$ cat src/rtl/ui_layer_compositor.sv
// ui_layer_compositor: two-stage pixel compositor feeding the VGA pins.
// Stage 1 registers the renderer layers, the syncs and the turn-highlight hit.
// Stage 2 applies fixed layer priority and drives the outputs.
// A blink timer toggles the highlight every BLINK_FRAMES frames.
// Optional feature (macro UI_DIM_EN): camera pixels inside the status rows
// are dimmed to half intensity per channel.
module ui_layer_compositor #(
  parameter int          PIPE_LAT     = 2,
  parameter int          BLINK_FRAMES = 30,
  parameter int          HL_T         = 2,
  parameter int          HL_Y0        = 24,
  parameter int          HL_Y1        = 55,
  parameter int          HL_P1_X0     = 32,
  parameter int          HL_P1_X1     = 247,
  parameter int          HL_P2_X0     = 352,
  parameter int          HL_P2_X1     = 567,
  parameter logic [11:0] HL_COLOR     = 12'hFF0
) (
  input  logic        clk,
  input  logic        rst_n,
  input  logic [9:0]  pixel_x,
  input  logic [9:0]  pixel_y,
  input  logic        de_in,
  input  logic        hsync_in,
  input  logic        vsync_in,
  input  logic [11:0] status_color,
  input  logic        status_en,
  input  logic [11:0] sprite_color,
  input  logic        sprite_en,
  input  logic [11:0] board_color,
  input  logic        board_en,
  input  logic [11:0] cam_color,
  input  logic        turn_valid,
  input  logic        active_player,
  output logic [11:0] rgb_out,
  output logic        hsync_out,
  output logic        vsync_out,
  output logic        de_out
);

  localparam logic [9:0] P1_X0 = 10'(HL_P1_X0);
  localparam logic [9:0] P1_X1 = 10'(HL_P1_X1);
  localparam logic [9:0] P1_XL = 10'(HL_P1_X0 + HL_T);
  localparam logic [9:0] P1_XR = 10'(HL_P1_X1 - HL_T);
  localparam logic [9:0] P2_X0 = 10'(HL_P2_X0);
  localparam logic [9:0] P2_X1 = 10'(HL_P2_X1);
  localparam logic [9:0] P2_XL = 10'(HL_P2_X0 + HL_T);
  localparam logic [9:0] P2_XR = 10'(HL_P2_X1 - HL_T);
  localparam logic [9:0] Y0    = 10'(HL_Y0);
  localparam logic [9:0] Y1    = 10'(HL_Y1);
  localparam logic [9:0] Y_T   = 10'(HL_Y0 + HL_T);
  localparam logic [9:0] Y_B   = 10'(HL_Y1 - HL_T);
  localparam logic [7:0] CNT_LAST = 8'(BLINK_FRAMES - 1);

  logic [9:0]  bx0, bx1, bxl, bxr;
  logic        hl_hit;
  logic        in_rows;

  logic [11:0] s1_status_color, s1_sprite_color, s1_board_color, s1_cam_color;
  logic        s1_status_en, s1_sprite_en, s1_board_en;
  logic        s1_de, s1_hsync, s1_vsync, s1_hl_hit;
`ifdef UI_DIM_EN
  logic        s1_in_rows;
`endif

  logic        vsync_prev;
  logic        vsync_fall;
  logic [7:0]  frame_cnt;
  logic        blink_phase;
  logic        last_player;
  logic [11:0] pix_next;

  // Only the active player's box is considered; the two boxes never overlap.
  always_comb begin
    bx0 = active_player ? P2_X0 : P1_X0;
    bx1 = active_player ? P2_X1 : P1_X1;
    bxl = active_player ? P2_XL : P1_XL;
    bxr = active_player ? P2_XR : P1_XR;
    in_rows = (pixel_y >= Y0) && (pixel_y <= Y1);
    hl_hit = (pixel_x >= bx0) && (pixel_x <= bx1) && in_rows &&
             ((pixel_x < bxl) || (pixel_x > bxr) || (pixel_y < Y_T) || (pixel_y > Y_B));
  end

  // Stage 1: capture layers, timing and the gated highlight hit.
  always_ff @(posedge clk or negedge rst_n) begin
    if (!rst_n) begin
      s1_status_color <= '0;
      s1_sprite_color <= '0;
      s1_board_color  <= '0;
      s1_cam_color    <= '0;
      s1_status_en    <= 1'b0;
      s1_sprite_en    <= 1'b0;
      s1_board_en     <= 1'b0;
      s1_de           <= 1'b0;
      s1_hsync        <= 1'b1;
      s1_vsync        <= 1'b1;
      s1_hl_hit       <= 1'b0;
`ifdef UI_DIM_EN
      s1_in_rows      <= 1'b0;
`endif
    end else begin
      s1_status_color <= status_color;
      s1_sprite_color <= sprite_color;
      s1_board_color  <= board_color;
      s1_cam_color    <= cam_color;
      s1_status_en    <= status_en;
      s1_sprite_en    <= sprite_en;
      s1_board_en     <= board_en;
      s1_de           <= de_in;
      s1_hsync        <= hsync_in;
      s1_vsync        <= vsync_in;
      s1_hl_hit       <= hl_hit & turn_valid;
`ifdef UI_DIM_EN
      s1_in_rows      <= in_rows;
`endif
    end
  end

  // Fixed-priority layer select for stage 2.
  always_comb begin
    pix_next = 12'h000;
    if (!s1_de) begin
      pix_next = 12'h000;
    end else if (s1_status_en) begin
      pix_next = s1_status_color;
    end else if (s1_sprite_en) begin
      pix_next = s1_sprite_color;
    end else if (s1_hl_hit && blink_phase) begin
      pix_next = HL_COLOR;
    end else if (s1_board_en) begin
      pix_next = s1_board_color;
    end else begin
`ifdef UI_DIM_EN
      if (s1_in_rows) begin
        pix_next = {1'b0, s1_cam_color[11:9], 1'b0, s1_cam_color[7:5], 1'b0, s1_cam_color[3:1]};
      end else begin
        pix_next = s1_cam_color;
      end
`else
      pix_next = s1_cam_color;
`endif
    end
  end

  // Stage 2: registered outputs, syncs taken from stage 1 for a 2-clock match.
  always_ff @(posedge clk or negedge rst_n) begin
    if (!rst_n) begin
      rgb_out   <= '0;
      hsync_out <= 1'b1;
      vsync_out <= 1'b1;
      de_out    <= 1'b0;
    end else begin
      rgb_out   <= pix_next;
      hsync_out <= s1_hsync;
      vsync_out <= s1_vsync;
      de_out    <= s1_de;
    end
  end

  assign vsync_fall = vsync_prev & ~vsync_in;

  // Blink timer: turn start or player change restarts a visible half-period.
  always_ff @(posedge clk or negedge rst_n) begin
    if (!rst_n) begin
      vsync_prev  <= 1'b1;
      frame_cnt   <= '0;
      blink_phase <= 1'b1;
      last_player <= 1'b0;
    end else begin
      vsync_prev  <= vsync_in;
      last_player <= active_player;
      if (!turn_valid || (active_player != last_player)) begin
        frame_cnt   <= '0;
        blink_phase <= 1'b1;
      end else if (vsync_fall) begin
        if (frame_cnt == CNT_LAST) begin
          frame_cnt   <= '0;
          blink_phase <= ~blink_phase;
        end else begin
          frame_cnt <= frame_cnt + 8'd1;
        end
      end
    end
  end

endmodule
$ cat config.mk
export PLATFORM = sky130hd
export DESIGN_NAME = ui_layer_compositor
export DESIGN_NICKNAME = d
export VERILOG_FILES = /design/src/rtl/ui_layer_compositor.sv
export SDC_FILE = /design/constraint.sdc
export NUM_CORES = 1
export LEC_CHECK = 0
export BUFFER_PORTS_ARGS = -buffer_cell sky130_fd_sc_hd__buf_4
export CORE_MARGIN = 3
export CORE_UTILIZATION = 40
export DETAILED_ROUTE_END_ITERATION = 16
export GPL_ROUTABILITY_DRIVEN = 0
export PLACE_DENSITY = 0.72
export SETUP_SLACK_MARGIN = 0.3
export SLEW_MARGIN = 20
export SYNTH_ARGS = -nofsm -noshare
export SYNTH_HDL_FRONTEND = slang
export SYNTH_SLANG_ARGS = --single-unit
$ cat constraint.sdc
create_clock -name clk -period 1.5 [get_ports clk]
set_input_delay 0.3 -clock clk [delete_from_list [all_inputs] [get_ports clk]]
set_output_delay 0.3 -clock clk [all_outputs]
set_load 0.01 [all_outputs]
==> results.md <==
- Outcome: finished, violations left
- Failing checks: negative setup slack
- Crit path buf inv count: 1
- FF-to-FF Start: frame_cnt[1]
- Area contributors post-synth: dfrtp_1 63%, dfstp_2 4.4%, ha_1 2.9%
- Clock latency on the worst-skew pair: 0.35 ns
- Drt drc: 0
- Vias in the first global route: 2,380
- Max VDD drop: between 300 and 400 uV
- Core Rows: 30
- CP startpoint: frame_cnt[1]
- Critical Path AT: between 1.5 and 2 ns
- Launch point of the worst hold path: sprite_en
- Hold Path End: s1_sprite_en
- Gr ovfl total: 0
- TritonCTS clock tree: yes
- Area leader, netlist: dfrtp_1
- # clock sinks: 80
- Post-Syn Instances: between 200 and 250
- Leakage: between 2 and 2.5 nW
- Crit start category: flop
- Pins Over Slew Limit: 0
- Post-Layout Cell Count: around 450
- Root buffer cell: clkbuf_8
- Starting Density: 0.4256
- Initial antenna violation count: 0
- Mapped Nets: approximately 300
- Relative slew margins: 0.7515
- Syn avg cell area: 13.33 um^2
- Top_reg_cell synth: dfrtp_1
- DRT Pass-1 Iters: 4
- Syn-to-layout area delta: 51.45%
- Synth Warn #: 0
- Number of max-cap violations: 0
- Unrepaired setup endpoints after global routing: true
- Worst slew pin tran: between 0.3 and 0.4 ns
- CP peak stage delay: 0.45 ns
- Clock transition at path regs: around 0.080 ns
- PwrDens: slightly above 1000 mW/mm^2
- HPWL after DPL: roughly 4.7 mm
- Final instance area: ~0.0045 mm^2
- Area of the core: roughly 0.007 mm^2
- WP data required: between 1.5 and 2 ns
- Area occupied by multi-input gates: between 0.001 and 0.0015 mm^2
- Drt wl/cell: approximately 15 um
- Antenna viol nets, final: 0
- CP max FO: 6
- Post-Place Cell Area: 0.003970 mm^2
- Setup violators final: 7
- Critical path class: reg -> reg
- Hold WC Path Type: in -> reg
- Reg2Reg Depth: 6
- Delay-heaviest family, CP: simple AND/OR/NAND/NOR gates
- Async set or reset register ratio after synthesis: 1.000
- Setup TNS: -0.2386 ns
- DP Cell Count: 419
- # fillers: between 500 and 600
- Final-stage net count: roughly 430
- # port buffers: a little over 90
- Library cells used by synthesis: 39
- Period utilisation layout: 1.027
- Vias: 2,181
- Ports: 93
- Reg2reg end: frame_cnt[6]
- Share of the synthesized area in the top cell type: 0.6316
- CP Capture Type: flop
- Synthesis-stage register bit count: 80
- Share of post-route cells with drive strength above 1: 0.5129
- Final wirelength: 6.849 mm
- Achievable Freq: 648.9 MHz
- Die Wd: around 92 um
- Initial DRC Count: 38
- Final Hold Vio Count: 0
- Via density: 4.901
- Largest net degree at the start of global routing: 32
- CP max-delay cell: or3b_4
- Register area share after synthesis: 0.6758
- Die ar.: roughly 0.0085 mm^2
- Clk buf depth: 2
- Mapped Area: roughly 0.0030 mm^2
- Post-synth EDFFs: 0
- Global-route wire length before repair: approximately 11 mm
- Fin crit period: 1.541 ns
- Setup ws final: -0.04111 ns
- GRT Overall Usage: 0.1715
- R2r setup slk: -0.04 ns
- FF/Latch Area: around 0.0020 mm^2
- Total CTS buffers: 9
- Worst clock skew: between 0.005 and 0.006 ns
- H-tree levels: 3
- Hold Path Stages: 1
- Die H: between 90 and 100 um
- CP Cell Sequence: inv_1 -> ha_1 -> nor4b_4 -> or3b_4 -> nand3_4 -> nor2_1
- N_diodes: 0
cells in the final DEF, fill, tap and decap left out, drive strengths merged, types with 3 or more instances in the layout:
master / netlist / final
a21oi: 12 / 13
a221oi: 9 / 9
a22oi: 5 / 5
a311oi: 3 / 3
and2: 4 / 4
buf: 1 / 116
clkbuf: 7 / 10
clkinv: 0 / 3
dfrtp: 75 / 75
dfstp: 5 / 5
ha: 7 / 7
inv: 12 / 12
mux2: 4 / 4
mux2i: 8 / 8
nand2: 12 / 12
nand3: 5 / 5
nor2: 10 / 10
nor2b: 8 / 8
nor4: 3 / 3
o21ai: 5 / 5
xnor2: 6 / 6
worst max path at each step:
stage | to | slack, ns | cells past startpoint
2_1_floorplan | blink_phase | 0.02 | 6
5_1_grt | blink_phase | -0.14 | 6
3_5_place_dp | s1_hl_hit | -0.12 | 7
4_1_cts | frame_cnt[6] | -0.04 | 6
6_report | frame_cnt[6] | -0.04 | 6
3_3_place_gp | s1_hl_hit | -0.09 | 7
synth_stat cells, types with 3 or more instances:
cell,count
nor2b_1,8
a221oi_1,9
and2_1,4
a311oi_1,3
nor2_1,10
mux2_2,4
clkbuf_1,7
inv_1,12
dfrtp_1,75
nand2_1,12
nand3_1,5
a22oi_1,5
o21ai_0,5
dfstp_2,5
xnor2_1,5
mux2i_1,8
ha_1,7
a21oi_1,11
nor4_1,3
where the power goes:
part           switching [mW]  leakage (nW)  internal (mW)  total (mW)
clock network           0.750         0.112          0.973        1.72
registers              0.0491         0.961           2.26        2.31
logic                   0.243         0.995          0.326       0.569
flip-flops by register name (all words and copies together) (netlist names):
name,count
blink_phase,1
de_out,1
frame_cnt,8
hsync_out,1
last_player,1
rgb_out,12
s1_board_color,12
s1_board_en,1
s1_cam_color,12
s1_de,1
s1_hl_hit,1
s1_hsync,1
s1_sprite_color,12
s1_sprite_en,1
s1_status_color,12
s1_status_en,1
vsync_out,1
vsync_prev,1
final cells by class:
type                       count  share of cell area
tap                           96             0.02669
sequential                    80              0.4468
clock buffer                  10             0.03058
multi-input combinational    124              0.2494
clock inverter                 6             0.01835
inverter                      12             0.01279
timing repair buffer         117              0.2155
logic make-up after synthesis:
logic type      after synthesis  synth area share
fa+ha+maj                     7           0.02947
compound gates               43            0.1019
flops                        80            0.6758
xor+xnor                      8           0.02611
mux                          12           0.04211
buf+inv                      20           0.02568
simple gates                 53           0.09895
layer usage:
metal / track usage / routed length [um] / up-vias / part of all wire
met5: 0 / 0 / - / 0
met4: 0.09530 / 165 / 0 / 0.024
met3: 0.03527 / 423 / 16 / 0.062
met2: 0.2847 / 3470 / 75 / 0.51
met1: 0.2081 / 2789 / 1064 / 0.41
li1: - / - / 1026 / -
metrics by stage:
step | total power [mW] | utilization | setup WS (ns) | hold WS, ns
finish | 4.602 | 0.6446 | -0.04111 | 0.05260
CTS | 4.607 | 0.6290 | -0.03705 | 0.03239
global placement | 2.830 | 0.5686 | -0.08829 | 0.2445
floorplan | 2.521 | - | 0.01588 | 0.004409
detailed placement | 2.843 | 0.5686 | -0.1208 | 0.2470
global route | 4.811 | 0.6446 | -0.1361 | 0.03490
repair_timing:
item | 4_1_cts | 5_1_grt
hold buffers | 1 | 0
gates resized for setup | 25 | 18
hold endpoints to repair | 26 | 0
pin swaps | 15 | 10
cloned | 1 | 0
setup endpoints to repair | 24 | 25
setup buffers | 5 | 3
(Power assumes the default switching activity.)
